**src/rtl/q_tile_loader.sv**
```systemverilog
// rtl/q_tile_loader.sv - fetches Q-vector tiles as narrow beats and pushes assembled rows
// Assembly and output registers are double-buffered so row r+1 fetches while row r pushes.
`ifndef NUM_PES
`define NUM_PES 4
`endif

module q_tile_loader #(
  parameter int NUM_ROWS   = `NUM_PES,
  parameter int EMBED_DIM  = 64,
  parameter int ELEM_W     = 8,
  parameter int BEAT_ELEMS = 16,
  parameter int ADDR_W     = 32
) (
  input  logic                           clk_i,
  input  logic                           rst_i,
  input  logic                           start_i,
  input  logic [ADDR_W-1:0]              base_addr_i,
  input  logic [7:0]                     num_tiles_i,
  output logic                           busy_o,
  output logic                           done_o,
  output logic                           mem_req_valid_o,
  input  logic                           mem_req_ready_i,
  output logic [ADDR_W-1:0]              mem_req_addr_o,
  input  logic                           mem_rsp_valid_i,
  output logic                           mem_rsp_ready_o,
  input  logic [BEAT_ELEMS*ELEM_W-1:0]   mem_rsp_data_i,
  output logic                           write_enable_o,
  input  logic                           sram_ready_i,
  output logic [EMBED_DIM*ELEM_W-1:0]    write_data_o
);

  localparam int BEATS      = EMBED_DIM / BEAT_ELEMS;
  localparam int BEAT_BYTES = BEAT_ELEMS * ELEM_W / 8;
  localparam int BEAT_W     = BEAT_ELEMS * ELEM_W;
  localparam int ROW_W      = EMBED_DIM * ELEM_W;
  localparam int CNT_W      = 8 + $clog2(NUM_ROWS * BEATS + 1);
  localparam int CRD_W      = $clog2(BEATS + 1);
  localparam int BIDX_W     = (BEATS > 1) ? $clog2(BEATS) : 1;

  localparam logic [CNT_W-1:0]  TILE_BEATS = CNT_W'(NUM_ROWS * BEATS);
  localparam logic [CNT_W-1:0]  CNT_ONE    = CNT_W'(1);
  localparam logic [CRD_W-1:0]  CRD_MAX    = CRD_W'(BEATS);
  localparam logic [BIDX_W-1:0] LAST_BEAT  = BIDX_W'(BEATS - 1);
  localparam logic [ADDR_W-1:0] ADDR_STEP  = ADDR_W'(BEAT_BYTES);

  typedef enum logic [1:0] {S_IDLE, S_RUN, S_FLUSH} state_t;

  state_t              state_q, state_d;
  logic [ADDR_W-1:0]   req_addr_q, req_addr_d;
  logic [CNT_W-1:0]    req_left_q, req_left_d;
  logic [CNT_W-1:0]    rsp_left_q, rsp_left_d;
  logic [CRD_W-1:0]    credit_q, credit_d;
  logic [BIDX_W-1:0]   beat_idx_q, beat_idx_d;
  logic [ROW_W-1:0]    asm_q, asm_d;
  logic                asm_full_q, asm_full_d;
  logic [ROW_W-1:0]    out_q, out_d;
  logic                out_full_q, out_full_d;
  logic                done_q, done_d;

  logic                req_valid, rsp_ready, req_fire, rsp_fire, push;
  logic [ROW_W-1:0]    asm_merged;

  assign req_valid = (state_q == S_RUN) && (req_left_q != '0) && (credit_q < CRD_MAX);
  assign rsp_ready = (state_q == S_RUN) && !asm_full_q;
  assign req_fire  = req_valid && mem_req_ready_i;
  assign rsp_fire  = rsp_ready && mem_rsp_valid_i;
  assign push      = out_full_q && sram_ready_i;

  always_comb begin
    asm_merged = asm_q;
    for (int b = 0; b < BEATS; b++) begin
      if (beat_idx_q == BIDX_W'(b)) asm_merged[b*BEAT_W +: BEAT_W] = mem_rsp_data_i;
    end
  end

  always_comb begin
    state_d    = state_q;
    req_addr_d = req_addr_q;
    req_left_d = req_left_q;
    rsp_left_d = rsp_left_q;
    credit_d   = credit_q + CRD_W'(req_fire) - CRD_W'(rsp_fire);
    beat_idx_d = beat_idx_q;
    asm_d      = asm_q;
    asm_full_d = asm_full_q;
    out_d      = out_q;
    out_full_d = out_full_q;
    done_d     = 1'b0;

    if (push) out_full_d = 1'b0;

    // A parked row moves up as soon as the output register frees.
    if (asm_full_q && (!out_full_q || push)) begin
      out_d      = asm_q;
      out_full_d = 1'b1;
      asm_full_d = 1'b0;
    end

    if (req_fire) begin
      req_addr_d = req_addr_q + ADDR_STEP;
      req_left_d = req_left_q - CNT_ONE;
    end

    if (rsp_fire) begin
      asm_d      = asm_merged;
      rsp_left_d = rsp_left_q - CNT_ONE;
      if (beat_idx_q == LAST_BEAT) begin
        beat_idx_d = '0;
        if (!out_full_q || push) begin
          out_d      = asm_merged;
          out_full_d = 1'b1;
        end else begin
          asm_full_d = 1'b1;
        end
      end else begin
        beat_idx_d = beat_idx_q + BIDX_W'(1);
      end
    end

    case (state_q)
      S_IDLE: begin
        if (start_i) begin
          if (num_tiles_i != 8'd0) begin
            state_d    = S_RUN;
            req_addr_d = base_addr_i;
            req_left_d = CNT_W'(num_tiles_i) * TILE_BEATS;
            rsp_left_d = CNT_W'(num_tiles_i) * TILE_BEATS;
            credit_d   = '0;
            beat_idx_d = '0;
          end else begin
            done_d = 1'b1;
          end
        end
      end
      S_RUN: begin
        if (rsp_fire && (rsp_left_q == CNT_ONE)) state_d = S_FLUSH;
      end
      S_FLUSH: begin
        // Final push is the one with nothing left parked behind it.
        if (push && !asm_full_q) begin
          state_d = S_IDLE;
          done_d  = 1'b1;
        end
      end
      default: state_d = S_IDLE;
    endcase
  end

  always_ff @(posedge clk_i) begin
    if (rst_i) begin
      state_q    <= S_IDLE;
      req_addr_q <= '0;
      req_left_q <= '0;
      rsp_left_q <= '0;
      credit_q   <= '0;
      beat_idx_q <= '0;
      asm_q      <= '0;
      asm_full_q <= 1'b0;
      out_q      <= '0;
      out_full_q <= 1'b0;
      done_q     <= 1'b0;
    end else begin
      state_q    <= state_d;
      req_addr_q <= req_addr_d;
      req_left_q <= req_left_d;
      rsp_left_q <= rsp_left_d;
      credit_q   <= credit_d;
      beat_idx_q <= beat_idx_d;
      asm_q      <= asm_d;
      asm_full_q <= asm_full_d;
      out_q      <= out_d;
      out_full_q <= out_full_d;
      done_q     <= done_d;
    end
  end

  assign busy_o          = (state_q != S_IDLE);
  assign done_o          = done_q;
  assign mem_req_valid_o = req_valid;
  assign mem_req_addr_o  = req_addr_q;
  assign mem_rsp_ready_o = rsp_ready;
  assign write_enable_o  = out_full_q;
  assign write_data_o    = out_q;

endmodule
```
**config.mk**
```make
export PLATFORM = sky130hd
export DESIGN_NAME = q_tile_loader
export DESIGN_NICKNAME = d
export VERILOG_FILES = /design/src/rtl/q_tile_loader.sv
export SDC_FILE = /design/constraint.sdc
export NUM_CORES = 2
export LEC_CHECK = 0
export ABC_AREA = 0
export BUFFER_PORTS_ARGS = -buffer_cell sky130_fd_sc_hd__clkbuf_2
export CORE_AREA = 2 2 283 285
export DETAILED_ROUTE_END_ITERATION = 7
export DIE_AREA = 0 0 285 287
export PLACE_DENSITY = 0.83
export RECOVER_POWER = 25
export SETUP_SLACK_MARGIN = 0.02
export SYNTH_ARGS = -nofsm -noshare
export SYNTH_HDL_FRONTEND = slang
export SYNTH_SLANG_ARGS = --single-unit
```
**constraint.sdc**
```tcl
create_clock -name clk_i -period 6.6 [get_ports clk_i]
set_input_delay 1.32 -clock clk_i [delete_from_list [all_inputs] [get_ports clk_i]]
set_output_delay 1.32 -clock clk_i [all_outputs]
set_load 0.02 [all_outputs]
```
==> results.json <==
{
  "coreArea_sq_um": 78600,
  "clk_latency_ns": 0.68,
  "rsz0062_at_grt": "no",
  "syn_nets": 5382,
  "grt_pass1_wl_mm": 213,
  "p_leak_nw": 17.9,
  "p_per_area_nw_per_um2": 288,
  "yosysTopAreaCell": "dfxtp_1",
  "grt_max_degree": 215,
  "min-delay-start": "asm_q[88]$_SDFFE_PP0N_",
  "crit_family": "buffers and inverters",
  "cp-end-kind": "register",
  "worstMarginPinSlew_ns": 2.25,
  "hold_buffers": 0,
  "crit_arrival_ns": 5.00,
  "status": "complete, but fails checks",
  "drt_first_pass_iters": 6,
  "cp-start-kind": "input port",
  "dp_hpwl_mm": 85.0,
  "comb_power_share": 0.055,
  "rr_startpoint": "asm_full_q$_SDFF_PP0_",
  "p_int_w": 0.0105,
  "cts_root_buf": "clkbuf_16",
  "yosysMostFrequentCell": "nand2_1",
  "critPathSlowestCell": "clkbuf_1",
  "synth_ff_type": "dfxtp_1",
  "yosys.area_share.simple": 0.222,
  "fill_cells": 6900,
  "gp_congestion": 0.896,
  "worst_slack_ns": 2.18,
  "htreeDepth": 3,
  "setup.worst_path.class": "in2reg",
  "p_clk_frac": 0.455,
  "yosys.area_share.adder": 0.00349,
  "drc": 0,
  "post-route-util": 0.611,
  "p_seq_frac": 0.490,
  "netlist_area_sq_um": 41500,
  "dr_total_vias": 39800,
  "ys_warn_count": 0,
  "io_buffers": 722,
  "drv_cap": 1,
  "p_sw_frac": 0.240,
  "cts.sinks": 1092,
  "crit_required_ns": 7.18,
  "syn_area_per_cell_sq_um": 7.99,
  "wl_per_cell_microns": 21.1,
  "tns_ns": 0,
  "grt_overflow_total": 0,
  "period_share": 0.670,
  "synth_common_cells": "nand2_1, dfxtp_1, nor2_1",
  "numCtsBuffers": 107,
  "crit_chain": "clkbuf_1 -> or4_1 -> o211ai_4 -> clkbuf_1 -> nand2_1 -> buf_4 -> o21ai_0",
  "synth-seq-area-share": 0.526,
  "synth_seq_cells": 1092,
  "whs_endpoint": "write_data_o[88]$_SDFF_PP0_",
  "crit_start": "num_tiles_i[4]",
  "grt_usage": 0.325,
  "regToRegSetupSlack_ns": 2.37,
  "place_ws_ns": 1.92,
  "holdWs_ns": 0.440,
  "synth-edff-count": 0,
  "initial_core_util": 0.528,
  "setup_viol": 0,
  "critPathMaxStageDelay_ns": 1.61,
  "reg2reg_depth": 6,
  "cts_tree": "done",
  "synth_xor_area_frac": 0.0101,
  "die-area_sq_um": 81800,
  "synth_top_area_frac": 0.526,
  "p_sw_w": 0.00331,
  "synth_mux_area_frac": 0.000964,
  "hold_viol_final": 0,
  "crit_path_frequent_cell": "clkbuf_1",
  "synth_cell_types": 53,
  "peakVddDrop_v": 0.000211,
  "slew_headroom": -0.502,
  "die_y_microns": 287,
  "die_w_microns": 285,
  "clockBufferDepth": 3,
  "ctsResizeCount": 0,
  "synthArstFlopShare": 0,
  "postCtsSetupBuffers": 0,
  "crit_fanout": 53,
  "synth_top_family_by_area": "simple AND/OR/NAND/NOR gates",
  "num_io_pins": 723,
  "drv_slew": 54,
  "wirelength_mm": 140,
  "area_growth_pct": 15.6,
  "max_freq_mhz": 226,
  "fp-row-count": 103,
  "path_buf_inv": 3,
  "drt-initial-drc-count": 4086,
  "violations": "capacitance limit, slew limit",
  "viasPerCell": 5.99,
  "ant_nets": 0,
  "r2r-end": "write_data_o[151]$_SDFF_PP0_",
  "grt_pass1_vias": 37000,
  "synthCells": 5197,
  "fin_crit_ns": 4.42,
  "hold_depth": 2,
  "final.setup_skew_ns": 0.0356,
  "antenna_found_initial": 1,
  "synth.area.top_cells": "dfxtp_1, nand2_1, nor2_1",
  "min_path_type": "reg2reg",
  "clkTransAtPathRegs_ns": 0.06,
  "drive_above_1_share": 0.103,
  "nets": 5685,
  "synth_compound_area_frac": 0.182
}
## metrics by stage
step	instances	instance area (sq um)	total power, W
final	6640	48000	0.0138
after global routing	6640	48000	0.0142
after CTS	6639	48500	0.0138
after detailed placement	6441	44800	0.00766
after global placement	6441	44800	0.00765
after floorplan	5197	41500	0.00741
## cells by family (layout without fill, tap and decap cells)
| family | Yosys count | count (layout) |
|---|---|---|
| XOR/XNOR | 48 | 48 |
| flip-flops | 1092 | 1092 |
| adder cells (fa/ha/maj) | 11 | 11 |
| multiplexers | 4 | 4 |
| other | 0 | 1 |
| buffers and inverters | 586 | 978 |
| AO/OA/AOI/OAI | 1114 | 1114 |
| AND/OR/NAND/NOR | 2342 | 2342 |
## layout by cell type (no fill, tap or decap), drive strengths merged, types with 3 or more instances in the layout
master and instances:
nor4b 4, or4 5, dfxtp 1092, bufinv 9, and2 6, xor2 20
a211oi 5, clkinv 33, a21oi 540, inv 16, a311oi 127, nor3b 4
nor3 20, nand2 1188, or3 3, xnor2 28, clkinvlp 3, ha 10
a31oi 3, nand4 13, clkbuf 873, nor4 14, nor2 923, mux2i 4
o221ai 385, and4 3, buf 44, nand2b 3, o21ai 46, and3 8
nand3 140
## worst max path at each step
stage / end / depth (start not counted) / slack (ns)
2_1_floorplan: credit_q[2]$_SDFF_PP0_ / 12 / 3.33
3_3_place_gp: write_data_o[176]$_SDFF_PP0_ / 7 / 2.10
3_5_place_dp: write_data_o[151]$_SDFF_PP0_ / 7 / 1.92
4_1_cts: mem_req_valid_o / 4 / 2.32
5_1_grt: rsp_left_q[1]$_SDFF_PP0_ / 7 / 2.01
6_report: rsp_left_q[7]$_SDFF_PP0_ / 7 / 2.18
## area by class of cell
cell class              count  area (sq um)  area share
diodes                      1          2.50   0.0000521
clock buffers             151          3080      0.0641
clock inverters            47           572      0.0119
inverters                  14          61.3     0.00128
multi-input cells        3519         17500       0.366
flip-flops and latches   1092         21900       0.456
well taps                1050          1310      0.0274
repair buffers            766          3560      0.0741
## tightest hold or removal path, delay by kind of cell (launching register included)
family / cells / cell delay [ns]
and+or+nand+nor: 2 / 0.11
DFF: 1 / 0.33
## power groups by stage
stage          logic, W  registers [W]  clock network (W)
2_1_floorplan  0.000480        0.00693                  0
3_3_place_gp   0.000730        0.00692                  0
3_5_place_dp   0.000741        0.00692                  0
4_1_cts        0.000746        0.00677            0.00633
5_1_grt        0.000810        0.00678            0.00661
6_report       0.000759        0.00678            0.00629
## routing by layer
| layer | global-route usage | vias up | share of wire |
|---|---|---|---|
| li1 | - | 18300 | - |
| met1 | 0.414 | 18900 | 0.38 |
| met2 | 0.527 | 2224 | 0.46 |
| met3 | 0.0657 | 378 | 0.10 |
| met4 | 0.164 | 0 | 0.052 |
| met5 | 0 | - | 0 |
## flip-flops by register name, summed over array words and instances (netlist names)
signal,cells
asm_full_q,1
asm_q,512
beat_idx_q,2
credit_q,3
done_o,1
mem_req_addr_o,32
req_left_q,13
rsp_left_q,13
state_q,2
write_data_o,512
write_enable_o,1
Note: power is estimated with default switching activity, not from simulation.
